===== src/rtl/simon_pkg.sv =====
// Shared definitions for the Simon autoplayer: game mode codes, sizes,
// the player state encoding and the mode decoder.
package simon_pkg;

  localparam int MAX_LEN = 64;
  localparam int PTR_W   = 6;
  localparam int LEN_W   = 7;

  localparam logic [2:0] MODE_INPUT    = 3'b001;
  localparam logic [2:0] MODE_PLAYBACK = 3'b010;
  localparam logic [2:0] MODE_REPEAT   = 3'b100;
  localparam logic [2:0] MODE_DONE     = 3'b111;

  localparam logic [7:0] LFSR_SEED = 8'hA5;

  typedef enum logic [2:0] {
    S_IDLE,
    S_GEN,
    S_CAPTURE,
    S_REPLAY,
    S_DONE
  } state_t;

  // Unknown mode codes fall back to IDLE so a glitching game never drives us.
  function automatic state_t decode_mode(input logic [2:0] mode);
    case (mode)
      MODE_INPUT:    decode_mode = S_GEN;
      MODE_PLAYBACK: decode_mode = S_CAPTURE;
      MODE_REPEAT:   decode_mode = S_REPLAY;
      MODE_DONE:     decode_mode = S_DONE;
      default:       decode_mode = S_IDLE;
    endcase
  endfunction

endpackage


===== src/rtl/simon_lfsr.sv =====
// 8-bit Fibonacci LFSR, polynomial x^8+x^6+x^5+x^4+1, shifting left with
// the feedback bit entering at bit 0.
module simon_lfsr
  import simon_pkg::*;
(
  input  logic       clk,
  input  logic       rst,
  input  logic       advance,
  output logic [7:0] state
);

  logic feedback;

  assign feedback = state[7] ^ state[5] ^ state[4] ^ state[3];

  // NOTE: sequential state uses non-blocking assignments so every register
  // samples pre-edge values, independent of process evaluation order.
  always_ff @(posedge clk or posedge rst) begin
    if (rst) begin
      state <= LFSR_SEED;
    end else if (advance) begin
      state <= {state[6:0], feedback};
    end
  end

endmodule


===== src/rtl/simon_autoplayer.sv =====
// Simon autoplayer: follows the game's mode LEDs, feeds random presses while
// the game asks for input, records the shown pattern and replays it on repeat.
module simon_autoplayer
  import simon_pkg::*;
(
  input  logic             pclk,
  input  logic             rst,
  input  logic             enable,
  input  logic [2:0]       mode_leds,
  input  logic [3:0]       pattern_leds,
  output logic [3:0]       pattern,
  output logic [LEN_W-1:0] seq_len,
  output logic             overflow,
  output logic             game_over
);

  state_t state, next_state;

  logic [PTR_W-1:0] wptr;
  logic             full;
  logic [LEN_W-1:0] rptr;
  logic [3:0]       mem [MAX_LEN];
  logic [7:0]       lfsr;
  logic             lfsr_unused;

  logic             capturing;
  logic             write_en;
  logic             last_write;
  logic [LEN_W-1:0] entries;

  simon_lfsr u_lfsr (
    .clk     (pclk),
    .rst     (rst),
    .advance (state == S_GEN),
    .state   (lfsr)
  );

  // Only the two low LFSR bits select a button; the rest only feed the shift.
  assign lfsr_unused = ^lfsr[7:2];

  always_comb begin
    next_state = enable ? decode_mode(mode_leds) : S_IDLE;
  end

  always_ff @(posedge pclk or posedge rst) begin
    if (rst) begin
      state <= S_IDLE;
    end else begin
      state <= next_state;
    end
  end

  assign capturing  = (state == S_CAPTURE);
  assign write_en   = capturing && !full;
  assign last_write = write_en && (wptr == PTR_W'(MAX_LEN - 1));
  // Entries held once this cycle's write (if any) has landed.
  assign entries    = full ? LEN_W'(MAX_LEN) : {1'b0, wptr} + LEN_W'(1);

  always_ff @(posedge pclk or posedge rst) begin
    if (rst) begin
      wptr     <= '0;
      full     <= 1'b0;
      seq_len  <= '0;
      overflow <= 1'b0;
    end else if (capturing) begin
      if (full) begin
        overflow <= 1'b1;
      end else if (last_write) begin
        full <= 1'b1;
      end else begin
        wptr <= wptr + PTR_W'(1);
      end
      if (last_write || next_state != S_CAPTURE) begin
        seq_len <= entries;
      end
    end else begin
      wptr <= '0;
      full <= 1'b0;
    end
  end

  // NOTE: the pattern store has no reset; replay never reads past seq_len,
  // which is reset, so stale contents are never visible.
  always_ff @(posedge pclk) begin
    if (write_en) begin
      mem[wptr] <= pattern_leds;
    end
  end

  always_ff @(posedge pclk or posedge rst) begin
    if (rst) begin
      rptr <= '0;
    end else if (state != S_REPLAY) begin
      rptr <= '0;
    end else if (rptr < seq_len) begin
      rptr <= rptr + LEN_W'(1);
    end
  end

  // NOTE: pattern gets its default before the case so no path can infer a latch.
  always_comb begin
    pattern = 4'b0000;
    if (enable) begin
      case (state)
        S_GEN:    pattern = 4'b0001 << lfsr[1:0];
        S_REPLAY: if (rptr < seq_len) pattern = mem[rptr[PTR_W-1:0]];
        default:  pattern = 4'b0000;
      endcase
    end
  end

  assign game_over = (state == S_DONE);

endmodule


===== config.mk =====
export PLATFORM = sky130hd
export DESIGN_NAME = simon_autoplayer
export DESIGN_NICKNAME = d
export VERILOG_FILES = /design/src/rtl/simon_pkg.sv /design/src/rtl/simon_lfsr.sv /design/src/rtl/simon_autoplayer.sv
export SDC_FILE = /design/constraint.sdc
export NUM_CORES = 1
export LEC_CHECK = 0
export CORE_UTILIZATION = 57
export DETAILED_ROUTE_END_ITERATION = 7
export DONT_BUFFER_PORTS = 1
export GPL_TIMING_DRIVEN = 0
export HOLD_SLACK_MARGIN = 0.06
export PLACE_DENSITY = 0.75
export SLEW_MARGIN = 20
export SYNTH_ARGS = -nofsm -noshare
export SYNTH_HDL_FRONTEND = slang
export SYNTH_SLANG_ARGS = --single-unit

===== constraint.sdc =====
create_clock -name pclk -period 2.2 [get_ports pclk]
set_input_delay 0.33 -clock pclk [delete_from_list [all_inputs] [get_ports pclk]]
set_output_delay 0.33 -clock pclk [all_outputs]
set_load 0.05 [all_outputs]

# Word level (Yosys, flattened, before mapping)
# Memories as Yosys holds them, arrays and structs flattened.
# Cells that the tools add are included.
# classes
add_sub_neg	3
shift	1
n_eq_ne	13
n_lt_le_gt_ge	1
muxes	16
reduce_logical	8
bitwise	3
# ops
cell	n
$mux 7	3
$mux 6	3
$pmux 3 s4	1
$eq 3x2->1 const B	3
$eq 3x3->1 const B	3
$mux 4	2
$pmux 4 s2	1
$add 6x1->7 const B	1
$add 7x1->7 const B	1
$lt 7x7->1	1
$add 6x1->6 const B	1
$eq 3x1->1 const B	2
$eq 6x6->1 const B	1
$ne 3x2->1 const B	2
$reduce_and 2->1	3
$mux 1	5
$ne 2x2->1 const B	2
$shl 1x2->4 const A	1
$mux 3	1
$xor 1x1->1	3
$logic_and 1x1->1	2
$reduce_bool 2->1	1
$logic_not 1->1	1
$logic_or 1x1->1	1
# totals
wordCells	53
regBits	33
mem_bits_rw	256
n_memories	1
out_inout_bits	13
# memory_table
memory	depth	width	rd	rd_ports_with_merged_regs	wr	line	rtl
mem	64	4	1	0	1	simon_autoplayer.sv:22	logic [3:0] mem [MAX_LEN];

# Logic depth before layout (Yosys ltp)
# logic_depth
ltp_word	6
depth_mapped	9

# Cells and area by module
# A second synthesis with hierarchy kept.
# hier_totals
cells_unflattened	767
area_unflattened_um2	12084.1
# modules_own_cells
module	cells_per_inst	instances	area_each_um2
simon_autoplayer	745	1	11756.3
simon_lfsr	22	1	327.8

# Worst setup path after synthesis
# No wires, ideal clock.
# synth_timing
path_type	reg2out
startpoint	register seq_len[6]
endpoint	output port pattern[2]
required_ns	1.870
arrival_time_ns	2.777
setup_slack_ns	-0.907
path_stages_with_launch	6
cell_sequence	dfrtp_1 > inv_1 > ha_1 > or4b_2 > a21o_1 > o221ai_1
# synth_between
elab_chain_len	4
# synth_rtl
item	line	rtl
start: declaration	simon_autoplayer.sv:12	output logic [LEN_W-1:0] seq_len,
start signal: assignment	simon_autoplayer.sv:74	seq_len <= entries;
$lt 7x7->1	simon_autoplayer.sv:106	S_REPLAY: if (rptr < seq_len) pattern = mem[rptr[PTR_W-1:0]];
$mux 4	simon_autoplayer.sv:106	
$pmux 4 s2	simon_autoplayer.sv:104	case (state)
$mux 4	simon_autoplayer.sv:103	if (enable) begin
end: declaration	simon_autoplayer.sv:11	output logic [3:0] pattern,
# No other way between the ends.

# Worst setup path after layout
# layout_timing
startpoint	register seq_len[1]
endpoint	output port pattern[1]
# The elaborated chain is that of the path after synthesis.

==> flow_metrics.tcl <==
set metrics [dict create \
    grt_pass1_wl_microns 43700 \
    startpoint_type "flop" \
    post_synth_instance_area_sq_um 12200 \
    synth_area_leaders "edfxtp_1, mux4_2, dfrtp_1" \
    violations "setup timing" \
    share_comb_of_total_power_pct 4.6 \
    synth_ff_type "edfxtp_1" \
    grt_remaining_overflow 0 \
    routedWlPerCell_microns 27.4 \
    endpoint_kind "output port" \
    final-max-slew-violation-count 0 \
    critPathMaxStageDelay_ps 550 \
    worst_setup_path_endpoint "pattern[1]" \
    outcome "finished with violations" \
    ctsRootBufferMaster "clkbuf_16" \
    number_of_nets_produced_by_synthesis 750 \
    place_congestion 0.937 \
    timing.max_cap.violations 0 \
    hpwl_microns 19100 \
    final-instance-count-excl-fill 1075 \
    syn_to_final_growth_pct 18.0 \
    postSynthRegisterBits 289 \
    num_vias 6962 \
    post-route-drc-count 0 \
    vias_per_cell 6.48 \
    regToRegEndpoint "rptr[6]" \
    antenna_found_initial 0 \
    drt_wl_total_microns 29500 \
    synth_seq_area_share_pct 69.6 \
    netSwitchingPower_w 0.00231 \
    core_area_sq_um 21000 \
    clock_latency_ps 540 \
    timing_worst_slew_pin_value_ps 854 \
    switching_share_pct 20.4 \
    finalNetCount 798 \
    n_antenna_cell 0 \
    clock.fmax_ghz 0.321 \
    postSynthAreaPerCell_sq_um 16.7 \
    cts.reportedPaths.clkPinSlew_ps 70 \
    clock_tree.buffer_depth 3 \
    synth_top_area_cell "edfxtp_1" \
    reg2reg_setup_slack_ps -90 \
    post-route-period-util_pct 141 \
    antenna_left 0 \
    reg2reg_depth 9 \
    critical_path.max_fanout 4 \
    cts_max_level 1 \
    timing.setup.tns_ps -3720 \
    fin_ws_ps -913 \
    cts_buffers 28 \
    synth_top_area_share_pct 62.8 \
    vdd_drop_max_uv 787 \
    p_leak_nw 4.42 \
    via_count_of_the_first_global_routing_pass 7191 \
    holdCritPathClass "in2reg" \
    max-slew-margin-rel_pct 42.9 \
    pwr-share-clk_pct 40.7 \
    internal-power_w 0.00903 \
    start_util_pct 58.2 \
    critical_path.reg2reg.startpoint "seq_len[1]" \
    std_cell_rows 53 \
    boundaryPins 23 \
    maximum_number_of_pins_on_one_net_before_global_route_repair 65 \
    power.share.sequential_pct 54.7 \
    number_of_hold_slack_violations_in_the_final_timing_report 0 \
    dpl_cell_area_sq_um 12700 \
    preCtsSetupSlack_ps -1030 \
    finClkSkew_ps 17.5 \
    period_needed_ps 3110 \
    grt_usage_pct 27.7 \
    port_buffers 0 \
    die-height_microns 149 \
    final_area_sq_um 14400 \
    synth_enable_flop_cells 256 \
    design.die.area_sq_um 22100 \
    horizontal_die_dimension_microns 149 \
    initial_drt_markers 778 \
    cts_tree "done" \
    post_synth_num_cell_types 55 \
    synth_top_cells_by_count "edfxtp_1, nor2_1, mux2i_1, mux4_2, dfrtp_1" \
    cp_data_arrival_time_ps 2780 \
    crit_path_start "seq_len[1]" \
    path_class "reg2out" \
    drt_pre_antenna_iters 5 \
    power.density_nw_per_um2 785 \
    crit_path_top_delay_cell "dfrtp_2" \
    crit_path_cell_trace "inv_2, ha_4, a2111oi_4, o21ai_4, buf_4, a21o_4, a211o_1, o311ai_4" \
    synth-async-reset-ratio_pct 11.4 \
    rsz_0062_raised_after_global_routing "yes" \
    drive_gt1_share_pct 33.9 \
    most_frequent_cell_after_synthesis "edfxtp_1" \
    synthesis.instances 732 \
    dpl.cell_count 1007 \
    final_util_pct 68.7 \
    worst_ep_required_time_ps 1870 \
    cts_num_sinks 289 \
    setup_viol 6 \
    yosysWarningCount 0 \
]
==> logic make-up after synthesis <==
group           Yosys count  share of synthesized area (%)
mux                     103                           14.0
simple gates            192                           7.56
fa+ha+maj                 8                          0.818
flops                   289                           69.6
buf+inv                  51                           2.13
xor+xnor                 18                           1.29
compound gates           71                           4.64
==> flip-flops by register name, summed over array words and instances (netlist names) <==
signal        flops
u_lfsr.state      8
wptr              6
state             3
overflow          1
full              1
seq_len           7
mem             256
rptr              7
==> what timing repair did <==
action / 4_1_cts / 5_1_grt
gates resized for setup: 99 / 81
hold buffers: 11 / 0
endpoints found under the hold margin: 288 / 0
buffers inserted: 9 / 4
pin swaps: 17 / 13
setup endpoints to repair: 204 / 258
==> layout by cell type (no fill, tap or decap), types with 4 or more instances in the layout <==
| cell type | synthesis | final |
|---|---|---|
| edfxtp_1 | 256 | 256 |
| mux4_2 | 37 | 40 |
| mux2i_1 | 37 | 36 |
| nor2_2 | 0 | 35 |
| nor2_1 | 93 | 30 |
| clkbuf_16 | 0 | 30 |
| nand2_1 | 28 | 28 |
| nor2_4 | 0 | 28 |
| dfrtp_1 | 29 | 20 |
| mux2_2 | 17 | 17 |
| buf_4 | 6 | 16 |
| xnor2_1 | 15 | 15 |
| clkbuf_1 | 15 | 12 |
| nand3_1 | 16 | 12 |
| o21ai_0 | 16 | 10 |
| mux4_1 | 12 | 9 |
| dfrtp_2 | 0 | 9 |
| clkbuf_2 | 0 | 8 |
| a21oi_1 | 10 | 8 |
| buf_6 | 4 | 8 |
| or3_4 | 0 | 8 |
| inv_1 | 11 | 7 |
| a22oi_1 | 7 | 7 |
| nand3b_1 | 7 | 7 |
| dlygate4sd3_1 | 0 | 7 |
| buf_12 | 0 | 6 |
| nor3_1 | 6 | 5 |
| nor2b_1 | 7 | 5 |
| a31oi_1 | 4 | 4 |
| inv_2 | 0 | 4 |
| a2111oi_4 | 4 | 4 |
| a211oi_1 | 7 | 4 |
| nand4_1 | 4 | 4 |
| nand2b_1 | 4 | 4 |
| ha_1 | 8 | 4 |
| clkinv_1 | 0 | 4 |
| clkbuf_8 | 0 | 4 |
| buf_16 | 0 | 4 |
| dfstp_2 | 4 | 4 |
==> power groups by stage <==
stage | sequential, W | clock, W | combinational (W)
4_1_cts | 0.00620 | 0.00465 | 0.000515
2_1_floorplan | 0.00629 | 0 | 0.000293
6_report | 0.00620 | 0.00461 | 0.000522
5_1_grt | 0.00621 | 0.00485 | 0.000557
3_5_place_dp | 0.00632 | 0 | 0.000357
3_3_place_gp | 0.00631 | 0 | 0.000338
==> worst min path at each step <==
stage / startpoint / end / slack (ps) / depth (start not counted)
6_report: pattern_leds[0] / mem[33][0] / 170 / 1
5_1_grt: pattern_leds[0] / mem[33][0] / 180 / 1
4_1_cts: pattern_leds[1] / mem[53][1] / 160 / 1
3_5_place_dp: rst / u_lfsr.state[4] / 350 / 1
3_3_place_gp: mode_leds[0] / state[1] / 400 / 1
2_1_floorplan: mode_leds[1] / state[0] / 400 / 1
==> through the flow <==
step | hold slack, ps | power (W)
2_1_floorplan | 400 | 0.00658
3_3_place_gp | 403 | 0.00665
3_5_place_dp | 352 | 0.00667
4_1_cts | 164 | 0.0114
5_1_grt | 176 | 0.0116
6_report | 173 | 0.0113
==> worst max-delay path: cells and delay by family, from the launching register on <==
kind,cells,cell delay [ps]
DFF,1,550
AOI/OAI and AO/OA,5,1220
adders and majority gates,1,230
buffers and inverters,2,240
==> layer usage <==
layer / part of all wire [%] / global-route usage [%] / routed length [microns]
met5: 0 / 0 / 0
met4: 3.8 / 11.3 / 1120
met3: 9.6 / 5.12 / 2850
met2: 49 / 45.4 / 14500
met1: 38 / 36.9 / 11100
==> cell type report <==
class / count / area [sq um]
buffer: 35 / 340
clock buffer: 43 / 840
clock inverter: 7 / 55.1
fill: 1292 / 6580
inverter: 11 / 41.3
multi-input combinational: 392 / 4020
sequential: 289 / 8530
tap: 275 / 344
timing repair buffer: 23 / 270
Power figures use the tool's default switching activity.
